### src/rtl/wb_pkg.sv
// Shared widths and FSM state type for the Wishbone-to-SRAM responder.
package wb_pkg;

   localparam int WB_DATA_W = 32;
   localparam int WB_SEL_W  = 4;

   typedef enum logic [1:0] {
      IDLE,
      ACCESS,
      CAPTURE,
      RESP
   } state_e;

endpackage

### src/rtl/wb_sram_ctrl.sv
// SRAM control driver: turns the latched Wishbone request into one-cycle SRAM strobes.
module wb_sram_ctrl
   import wb_pkg::*;
#(
   parameter int ADDR_W = 8
) (
   input  logic                 access_i,
   input  logic                 hit_i,
   input  logic                 we_i,
   input  logic [WB_SEL_W-1:0]  sel_i,
   input  logic [ADDR_W-1:0]    adr_i,
   input  logic [WB_DATA_W-1:0] dat_i,
   output logic                 sram_csb_o,
   output logic                 sram_web_o,
   output logic [WB_SEL_W-1:0]  sram_wmask_o,
   output logic [ADDR_W-1:0]    sram_addr_o,
   output logic [WB_DATA_W-1:0] sram_din_o
);

   // Out-of-range or empty-select requests leave the macro completely idle.
   always_comb begin
      sram_csb_o   = 1'b1;
      sram_web_o   = 1'b1;
      sram_wmask_o = '0;
      sram_addr_o  = '0;
      sram_din_o   = '0;
      if (access_i && hit_i && (sel_i != '0)) begin
         sram_csb_o   = 1'b0;
         sram_web_o   = !we_i;
         sram_wmask_o = sel_i;
         sram_addr_o  = adr_i;
         sram_din_o   = dat_i;
      end
   end

endmodule

### src/rtl/wb_sram_responder.sv
// Wishbone slave fronting a single-port SRAM macro with a fixed 3-cycle request-to-ack latency.
// Define WB_SRAM_RESP_ERR_EN to answer out-of-range addresses with wb_err_o instead of wb_ack_o.
module wb_sram_responder
   import wb_pkg::*;
#(
   parameter int ADDR_W = 8,
   parameter int DEPTH  = 256
) (
   input  logic                 clk_i,
   input  logic                 rst_n,
   input  logic [WB_DATA_W-1:0] wb_dat_i,
   input  logic [ADDR_W-1:0]    wb_adr_i,
   input  logic [WB_SEL_W-1:0]  wb_sel_i,
   input  logic                 wb_we_i,
   input  logic                 wb_cyc_i,
   input  logic                 wb_stb_i,
   output logic [WB_DATA_W-1:0] wb_dat_o,
   output logic                 wb_ack_o,
`ifdef WB_SRAM_RESP_ERR_EN
   output logic                 wb_err_o,
`endif
   output logic                 sram_csb_o,
   output logic                 sram_web_o,
   output logic [WB_SEL_W-1:0]  sram_wmask_o,
   output logic [ADDR_W-1:0]    sram_addr_o,
   output logic [WB_DATA_W-1:0] sram_din_o,
   input  logic [WB_DATA_W-1:0] sram_dout_i
);

   state_e               state_q, state_d;
   logic                 accept;
   logic                 respSlot;
   logic [ADDR_W-1:0]    reqAdr_q;
   logic [WB_DATA_W-1:0] reqDat_q;
   logic [WB_SEL_W-1:0]  reqSel_q;
   logic                 reqWe_q;
   logic                 reqHit_q;
   logic [WB_DATA_W-1:0] rdData_q;

   // Dropping cyc during the response slot cancels the ack in the same cycle.
   assign respSlot = (state_q == RESP) && wb_cyc_i;
`ifdef WB_SRAM_RESP_ERR_EN
   assign wb_ack_o = respSlot && reqHit_q;
   assign wb_err_o = respSlot && !reqHit_q;
`else
   assign wb_ack_o = respSlot;
`endif
   assign wb_dat_o = rdData_q;

   always_comb begin
      state_d = state_q;
      accept  = 1'b0;
      case (state_q)
         IDLE: begin
            if (wb_cyc_i && wb_stb_i && !wb_ack_o) begin
               accept  = 1'b1;
               state_d = ACCESS;
            end
         end
         ACCESS:  state_d = wb_cyc_i ? CAPTURE : IDLE;
         CAPTURE: state_d = wb_cyc_i ? RESP : IDLE;
         RESP:    state_d = IDLE;
         default: state_d = IDLE;
      endcase
   end

   always_ff @(posedge clk_i or negedge rst_n) begin
      if (!rst_n) begin
         state_q <= IDLE;
      end else begin
         state_q <= state_d;
      end
   end

   // The request is frozen at acceptance so later stb/dat wiggles cannot leak in.
   always_ff @(posedge clk_i or negedge rst_n) begin
      if (!rst_n) begin
         reqAdr_q <= '0;
         reqDat_q <= '0;
         reqSel_q <= '0;
         reqWe_q  <= 1'b0;
         reqHit_q <= 1'b0;
      end else if (accept) begin
         reqAdr_q <= wb_adr_i;
         reqDat_q <= wb_dat_i;
         reqSel_q <= wb_sel_i;
         reqWe_q  <= wb_we_i;
         reqHit_q <= (32'(wb_adr_i) < DEPTH);
      end
   end

   always_ff @(posedge clk_i or negedge rst_n) begin
      if (!rst_n) begin
         rdData_q <= '0;
      end else if ((state_q == CAPTURE) && wb_cyc_i && !reqWe_q) begin
`ifdef WB_SRAM_RESP_ERR_EN
         if (reqHit_q) begin
            rdData_q <= (reqSel_q != '0) ? sram_dout_i : '0;
         end
`else
         rdData_q <= (reqHit_q && (reqSel_q != '0)) ? sram_dout_i : '0;
`endif
      end
   end

   wb_sram_ctrl #(
      .ADDR_W(ADDR_W)
   ) uCtrl (
      .access_i    (state_q == ACCESS),
      .hit_i       (reqHit_q),
      .we_i        (reqWe_q),
      .sel_i       (reqSel_q),
      .adr_i       (reqAdr_q),
      .dat_i       (reqDat_q),
      .sram_csb_o  (sram_csb_o),
      .sram_web_o  (sram_web_o),
      .sram_wmask_o(sram_wmask_o),
      .sram_addr_o (sram_addr_o),
      .sram_din_o  (sram_din_o)
   );

endmodule

### config.mk
export PLATFORM = sky130hd
export DESIGN_NAME = wb_sram_responder
export DESIGN_NICKNAME = d
export VERILOG_FILES = /design/src/rtl/wb_pkg.sv /design/src/rtl/wb_sram_ctrl.sv /design/src/rtl/wb_sram_responder.sv
export SDC_FILE = /design/constraint.sdc
export NUM_CORES = 1
export LEC_CHECK = 0
export BUFFER_PORTS_ARGS = -buffer_cell sky130_fd_sc_hd__clkbuf_2
export CAP_MARGIN = 20
export CORE_UTILIZATION = 43
export DETAILED_ROUTE_END_ITERATION = 12
export PLACE_DENSITY = 0.84
export SLEW_MARGIN = 20
export SYNTH_ARGS = -nofsm -noshare
export SYNTH_HDL_FRONTEND = slang
export SYNTH_SLANG_ARGS = --single-unit
### constraint.sdc
create_clock -name clk_i -period 1.75 [get_ports clk_i]
set_clock_uncertainty 0.1 [all_clocks]
set_input_delay 0.35 -clock clk_i [delete_from_list [all_inputs] [get_ports clk_i]]
set_output_delay 0.35 -clock clk_i [all_outputs]
set_load 0.03 [all_outputs]
==> results_dict.tcl, run 1 <==
set metrics [dict create \
    clk_path_buf_depth 2 \
    ant_nets 0 \
    worstPathArrival_ps 1810 \
    yosysUniqueCellTypes 23 \
    met1_usage_pct 25.33 \
    fin_setup_tns_ps -21090 \
    switchingPower_mw 2.729 \
    gp_congestion 0.7681 \
    crit_type "flip-flop to primary output" \
    cts_tree "built" \
    p_int_mw 4.436 \
    p_leak_nw 2.681 \
    viasPerCell 4.870 \
    port-buffer-count 159 \
    met2_usage_pct 37.20 \
    end_kind "primary output" \
    hpwl_um 6084 \
    wl_per_cell_um 16.16 \
    fillers 599 \
    antenna_found_initial 0 \
    grt_busiest_layer "met2" \
    cts_buffers 9 \
    grt_overflow 0 \
    rsz0062_at_grt "true" \
    yosysWarnings 0 \
    nets 548 \
    synth_edf_count 0 \
    die_area_sq_um 8890 \
    antenna_cells 0 \
    final_cell_mix "clkbuf_2, dfrtp_1, nand2_1" \
    final_common_cell "clkbuf_2" \
    finalHoldViolations 0 \
    status "complete, but fails checks" \
    area_growth_pct 47.42 \
    fin_area_sq_um 5399 \
    ys_async_sr_fraction_pct 100.0 \
    die_y_um 94.29 \
    syn_nets 379 \
    min_period_ps 2265 \
    crit_fanout 31 \
    cp-start-kind "flip-flop" \
    rows 33 \
    ctsHtreeMaxLevel 3 \
    max_cap_violations 0 \
    placed_area_sq_um 4673 \
    ys.flop_type "dfrtp_1" \
    startpoint "reqSel_q[0]$_DFFE_PN0P_" \
    finish.utilization_pct 65.71 \
    required_ps 1300 \
    ys_seq_area_share_pct 54.66 \
    ys_ff_latch 80 \
    min-delay-start "sram_dout_i[4]" \
    sw_frac_of_total_pct 38.09 \
    met3_usage_pct 3.641 \
    clock_latency_ps 340 \
    setup_viol 46 \
    r2r-start "state_q[0]$_DFFE_PN0P_" \
    initialDrtViolationCount 61 \
    violations "negative setup slack" \
    cts.sinks 80 \
    track_usage_pct 21.37 \
    relSlewSlack_pct 77.70 \
    layout-drive-gt1-share_pct 60.59 \
    p_clk_share_pct 19.5 \
    power.density_nw_per_um2 1327 \
    fin_ws_ps -514.9 \
    grt_max_degree 47 \
    root_buffer "clkbuf_8" \
    grt_pass1_vias 2822 \
    comb_power_share_pct 40.6 \
    io-pin-count 160 \
    power_frac_seq_pct 39.9 \
    post-route-drc-count 0 \
    peakVddDrop_v 0.0007626 \
    period_share_pct 129.4 \
    drv_slew 0 \
    dieWidth_um 94.29 \
    grt_pass1_wl_um 14370 \
    drtPass1Iterations 4 \
    synth_area_sq_um 3662 \
    wl_um 9323 \
    synthCells 298 \
    fmax_mhz 441.5 \
    hp-class "primary input to flip-flop" \
    start_util_pct 44.57 \
    worstMarginPinSlew_ps 333.3 \
    syn_area_per_cell_sq_um 12.29 \
    vias 2810 \
    core_sq_um 8217 \
    cts.reportedPaths.clkPinSlew_ps 80 \
]
-- synthesized netlist by cell type (all sizes together) (2+ instances only) --
cell    number  share of area (%)
and2        45                7.7
nor3b        2               0.72
o21ai       32                4.4
dfrtp       80                 55
nand2       65                6.7
clkbuf       7               0.82
buf         13                4.8
mux2        45                 18
-- through the flow --
stage | cells | hold slack (ps) | total power [mW] | worst slack (ps)
after global placement | 558 | 108.4 | 5.406 | -119.1
after CTS | 576 | 95.73 | 7.103 | -526.0
final | 577 | 112.8 | 7.165 | -514.9
after detailed placement | 558 | 111.1 | 5.508 | -161.0
after global routing | 577 | 92.62 | 7.542 | -565.5
after floorplan | 298 | -45.59 | 4.679 | -53.07
-- cells by family (layout without fill, tap and decap cells) --
logic type	count (synthesis)	after routing	share of synthesized area, %
AO/OA/AOI/OAI	33	33	5.125
buffers and inverters	21	195	5.705
multiplexers	45	45	17.83
AND/OR/NAND/NOR	118	118	16.43
XOR/XNOR	1	1	0.2392
flip-flops	80	80	54.66
-- metal layers --
metal  wire length [um]  share of wire [%]
met5                  0                  0
met4                219                2.3
met3                377                4.0
met2               4998                 54
met1               3727                 40
-- cell type report --
cell class              instances  area (sq um)  area share (%)
repair buffers                178          1476           27.35
flip-flops and latches         80          2003           37.10
clock inverters                 6         67.56           1.251
inverters                       1         7.507          0.1390
well taps                     105         131.4           2.433
clock buffers                  10         137.6           2.549
multi-input cells             197          1575           29.18
-- worst max-delay path, cell delays in order, from the launching register on --
cell and delay (ps):
dfrtp_1 420, o41ai_4 430, nor3b_4 100, buf_12 180
and2_1 180, clkbuf_8 150
-- flip-flops by register name, summed over array words and instances, names as in the netlist --
register	count
state_q	2
reqDat_q	32
reqWe_q	1
wb_dat_o	32
reqHit_q	1
reqSel_q	4
reqAdr_q	8
-- power by group through the flow --
stage,Clock (mW),Sequential [mW],Combinational (mW)
after floorplan,0,3.48,1.20
after detailed placement,0,2.87,2.63
after global routing,1.51,2.93,3.10
after global placement,0,2.84,2.57
final,1.40,2.86,2.91
after CTS,1.42,2.85,2.83
-- worst paths after layout --
kind	slack [ps]	end	cells past startpoint
min reg2reg	380	wb_dat_o[15]$_DFFE_PN0P_	2
max in group asynchronous	720	wb_dat_o[15]$_DFFE_PN0P_	3
max	-510	sram_din_o[26]	5
max reg2reg	80	reqDat_q[18]$_DFFE_PN0P_	4
min	110	wb_dat_o[4]$_DFFE_PN0P_	3
min in group asynchronous	290	reqDat_q[25]$_DFFE_PN0P_	2
-- timing repair --
item | CTS | global route
setup buffers | 1 | 3
gates resized for setup | 95 | 49
endpoints found under the hold margin | 12 | 0
hold buffers | 1 | 0
pin swaps | 2 | 2
setup endpoints to repair | 47 | 78
Power figures use the tool's default switching activity.
==> inputs of run 2 (changes only) <==
Settings changed: CORE_ASPECT_RATIO from default to 0.5.
==> results_dict.tcl, run 2 (synthesized netlist as in run 1, its figures left out) <==
set metrics [dict create \
    status "complete, but fails checks" \
    violations "negative setup slack" \
    comb_power_share_pct 40.7 \
    viasPerCell 5.145 \
    instances_no_fill 602 \
    core_sq_um 8115 \
    cts.sinks 80 \
    die_area_sq_um 8912 \
    antenna_cells 0 \
    hold_end "wb_dat_o[14]$_DFFE_PN0P_" \
    hp-class "primary input to flip-flop" \
    io-pin-count 160 \
    p_int_mw 4.975 \
    max_cap_violations 0 \
    relSlewSlack_pct 70.39 \
    track_usage_pct 23.37 \
    sw_frac_of_total_pct 37.36 \
    power.density_nw_per_um2 1360 \
    cts_buffers 9 \
    min-delay-start "sram_dout_i[14]" \
    switchingPower_mw 2.967 \
    fin_setup_tns_ps -26430 \
    required_ps 1300 \
    final_common_cell "clkbuf_2" \
    p_clk_share_pct 22.9 \
    grt_pass1_vias 3033 \
    place_ws_ps -304.9 \
    area_growth_pct 59.41 \
    grt_overflow 0 \
    final_cell_mix "clkbuf_2, dfrtp_1, nand2_1" \
    p_leak_nw 2.902 \
    crit_fanout 6 \
    die_y_um 67.26 \
    cts.reportedPaths.clkPinSlew_ps 60 \
    antenna_found_initial 0 \
    drv_slew 0 \
    nets 566 \
    crit_type "flip-flop to primary output" \
    worstMarginPinSlew_ps 444.2 \
    setup_viol 87 \
    cp-start-kind "flip-flop" \
    rows 23 \
    wl_um 11630 \
    clock_latency_ps 330 \
    p_total_mw 7.942 \
    reg2reg_to "reqDat_q[4]$_DFFE_PN0P_" \
    worstRegToRegCells 5 \
    worstPathArrival_ps 1870 \
    grt_max_degree 33 \
    r2r-start "state_q[1]$_DFFE_PN0P_" \
    initialDrtViolationCount 263 \
    root_buffer "clkbuf_16" \
    cts_tree "built" \
    start_util_pct 45.13 \
    ant_nets 0 \
    dieWidth_um 132.5 \
    dp.cells 572 \
    clk_path_buf_depth 2 \
    end_kind "primary output" \
    post-route-drc-count 0 \
    min_period_ps 2323 \
    fin_ws_ps -572.8 \
    layout-drive-gt1-share_pct 62.65 \
    hold_depth 3 \
    peakVddDrop_v 0.0008146 \
    finalHoldViolations 0 \
    rsz0062_at_grt "true" \
    wl_per_cell_um 19.33 \
    fmax_mhz 430.5 \
    gp_congestion 0.7531 \
    r2r_slack_ps -60 \
    hpwl_um 6252 \
    power_frac_seq_pct 36.3 \
    vias 3097 \
    period_share_pct 132.7 \
    port-buffer-count 159 \
    grt_pass1_wl_um 15500 \
    finish.utilization_pct 71.94 \
    ctsHtreeMaxLevel 3 \
    drtPass1Iterations 4 \
]
-- run 2: changes by cell type in the layout (fill, tap and decap cells not counted), moves of 4 or more --
cell	change
and2_1	-5
and2_4	+5
buf_12	+4
buf_4	+6
buf_8	+10
clkbuf_16	+14
clkbuf_8	-15
mux2_2	-5
mux2_4	+5
-- run 2: final cells by class --
type / count / area [sq um]
fillers: 488 / 2277
repair buffers: 196 / 1788
inverters: 1 / 7.507
flip-flops and latches: 80 / 2002
clock inverters: 4 / 27.53
multi-input cells: 197 / 1607
clock buffers: 12 / 266.5
well taps: 112 / 140.1
-- run 2: power groups by stage --
| stage | clock (mW) | sequential [mW] | combinational, mW |
|---|---|---|---|
| floorplan | 0 | 3.48 | 1.20 |
| global placement | 0 | 2.83 | 2.63 |
| detailed placement | 0 | 2.85 | 2.70 |
| CTS | 1.84 | 2.84 | 2.98 |
| global route | 1.91 | 2.94 | 3.41 |
| finish | 1.82 | 2.89 | 3.24 |
-- run 2: critical path, cell delays in order (launching register included) --
cell	delay (ps)
dfrtp_1	410
o41ai_4	450
nor3b_4	90
buf_6	160
clkbuf_16	150
and2_4	140
buf_8	130
-- run 2: repair_timing --
action | in CTS | in global routing
endpoints found under the setup margin | 46 | 78
setup buffers | 5 | 3
endpoints found under the hold margin | 26 | 0
hold buffers | 1 | 0
gates resized for setup | 106 | 56
pin swaps | 6 | 3
cloned | 1 | 5
-- run 2: metal layers --
layer	track usage (%)	wire length, um
met3	5.781	476
met2	41.38	5911
met1	26.74	4639
met5	0	0
met4	13.65	606
-- run 2: how the worst max path moves through the flow --
stage / startpoint / cells past startpoint / slack [ps] / end
4_1_cts: reqSel_q[0]$_DFFE_PN0P_ / 6 / -570 / sram_din_o[9]
5_1_grt: reqSel_q[2]$_DFFE_PN0P_ / 6 / -620 / sram_din_o[29]
2_1_floorplan: reqSel_q[2]$_DFFE_PN0P_ / 4 / -50 / sram_din_o[18]
3_5_place_dp: reqSel_q[3]$_DFFE_PN0P_ / 5 / -300 / sram_din_o[9]
6_report: reqSel_q[2]$_DFFE_PN0P_ / 6 / -570 / sram_din_o[29]
3_3_place_gp: reqSel_q[2]$_DFFE_PN0P_ / 5 / -260 / sram_din_o[16]
-- run 2: stage by stage --
step	area, sq um	hold slack (ps)
after floorplan	3764	-45.59
after global placement	4776	213.7
after detailed placement	4776	213.3
after CTS	5589	114.5
after global routing	5838	135.8
final	5838	138.4
==> inputs of run 3 (changes only) <==
Settings changed: ABC_AREA from default to 1, ABC_CLOCK_PERIOD_IN_PS from default to 1750, CORE_UTILIZATION 43 to 42.
==> results_dict.tcl, run 3 <==
set metrics [dict create \
    gp_congestion 0.8119 \
    ys_ff_latch 80 \
    r2r-start "state_q[1]$_DFFE_PN0P_" \
    worstMarginPinSlew_ps 457.9 \
    ys.flop_type "dfrtp_1" \
    finalHoldViolations 0 \
    ctsHtreeMaxLevel 3 \
    synthCells 399 \
    post-route-drc-count 0 \
    crit_fanout 25 \
    clock_latency_ps 330 \
    clk_path_buf_depth 2 \
    final_cell_mix "clkbuf_2, dfrtp_1, inv_1" \
    core_sq_um 7570 \
    cp-start-kind "flip-flop" \
    yosys-top-cells-count "nor2_1, dfrtp_1, inv_1, a21oi_1, nand2_1" \
    die_y_um 65.64 \
    initialDrtViolationCount 300 \
    start_util_pct 44.94 \
    antenna_cells 0 \
    ys_async_sr_fraction_pct 100.0 \
    cpPeakStageDelay_ps 410 \
    wl_per_cell_um 18.32 \
    antenna_found_initial 0 \
    ant_nets 0 \
    rsz0062_at_grt "true" \
    yosysMostFrequentCell "nor2_1" \
    dp.cells 652 \
    rows 22 \
    violations "negative setup slack" \
    cts_tree "built" \
    cp_cell_sequence "inv_2, nor2_4, nand3_4, buf_12, nor2_1, buf_4" \
    power.density_nw_per_um2 1434 \
    dieWidth_um 129.3 \
    place_ws_ps 63.67 \
    cts.sinks 80 \
    required_ps 1300 \
    viasPerCell 5.356 \
    io-pin-count 160 \
    p_leak_nw 2.976 \
    yosysUniqueCellTypes 15 \
    cp_slowest_cell "dfrtp_1" \
    ys_seq_area_share_pct 58.85 \
    vias 3674 \
    setup_viol 77 \
    grt_max_degree 65 \
    port-buffer-count 159 \
    synth_edf_count 0 \
    synth_top_area_share_pct 58.85 \
    track_usage_pct 22.85 \
    syn_area_per_cell_sq_um 8.526 \
    grt_overflow 0 \
    instances_no_fill 686 \
    drv_slew 0 \
    min-delay-start "sram_dout_i[19]" \
    layout-drive-gt1-share_pct 47.23 \
    final_common_cell "clkbuf_2" \
    hp-class "primary input to flip-flop" \
    crit_type "flip-flop to primary output" \
    p_total_mw 7.868 \
    synth_area_sq_um 3402 \
    drtPass1Iterations 5 \
    min_period_ps 2093 \
    synth_area_leaders "dfrtp_1, nor2_1, a21oi_1, inv_1, nand3_1" \
    fillers 487 \
    wl_um 12570 \
    cts.reportedPaths.clkPinSlew_ps 60 \
    peakVddDrop_v 0.0006133 \
    syn_nets 480 \
    max_cap_violations 0 \
    fmax_mhz 477.8 \
    grt_pass1_wl_um 14640 \
    nets 654 \
    worstPathArrival_ps 1640 \
    die_area_sq_um 8486 \
    relSlewSlack_pct 69.47 \
    period_share_pct 119.6 \
    status "complete, but fails checks" \
    end_kind "primary output" \
    root_buffer "clkbuf_16" \
    hpwl_um 5795 \
    yosysWarnings 0 \
    fin_ws_ps -343.1 \
    area_growth_pct 61.31 \
    cts_buffers 9 \
    synth_largest_area_cell "dfrtp_1" \
    fin_hold_ws_ps 160.6 \
    grt_pass1_vias 3218 \
    startpoint "state_q[0]$_DFFE_PN0P_" \
    finish.utilization_pct 72.50 \
]
-- run 3: report_power, final --
part           internal, mW  switching, mW  leakage (nW)
sequential             2.45          0.310         0.937
combinational          1.16           2.18          1.89
clock                  1.07          0.698         0.145
-- run 3: what timing repair did --
item	CTS	global route
cloned	0	9
endpoints found under the hold margin	31	0
hold buffers	1	0
buffers inserted	2	6
gates resized for setup	88	81
setup endpoints to repair	46	75
pin swaps	0	4
-- run 3: worst paths after layout --
path,slack (ps),endpoint,cells past startpoint
setup / recovery,-340,sram_din_o[4],6
hold / removal,160,wb_dat_o[19]$_DFFE_PN0P_,3
setup reg to reg,-120,reqSel_q[1]$_DFFE_PN0P_,8
hold reg to reg,390,wb_dat_o[8]$_DFFE_PN0P_,2
max in group asynchronous,600,reqDat_q[19]$_DFFE_PN0P_,3
min in group asynchronous,400,reqDat_q[31]$_DFFE_PN0P_,2
-- run 3: logic make-up (layout without fill, tap and decap cells) --
group,Yosys count,count (layout),synth area share (%)
buf+inv,74,252,9.195
compound gates,79,79,11.62
simple gates,166,167,20.34
flops,80,80,58.85
-- run 3: layer usage --
metal	vias to the layer above	wire length (um)	track usage, %
met5	-	0	0
met4	0	590	12.79
li1	1605	-	-
met2	199	6334	43.41
met3	60	817	5.537
met1	1810	4821	23.39
-- run 3: cell type report --
| class | count | area, sq um | area share, % |
|---|---|---|---|
| Clock buffer | 13 | 270.3 | 4.925 |
| Tap cell | 108 | 135.1 | 2.462 |
| Clock inverter | 3 | 15.01 | 0.2736 |
| Inverter | 47 | 176.4 | 3.215 |
| Sequential cell | 80 | 2002 | 36.48 |
| Timing Repair Buffer | 189 | 1541 | 28.09 |
| Multi-Input combinational cell | 246 | 1348 | 24.56 |
-- run 3: worst max-delay path, delay by kind of cell (launching register included) --
kind,cells,cell delay (ps)
buf+inv,3,480
simple gates,3,410
flops,1,410
-- run 3: per-stage QoR --
stage / setup TNS [ps] / cell area [sq um]
finish: -13980 / 5488
global route: -16590 / 5488
CTS: -7092 / 5055
detailed placement: 0 / 4409
global placement: 0 / 4409
floorplan: -824.6 / 3447
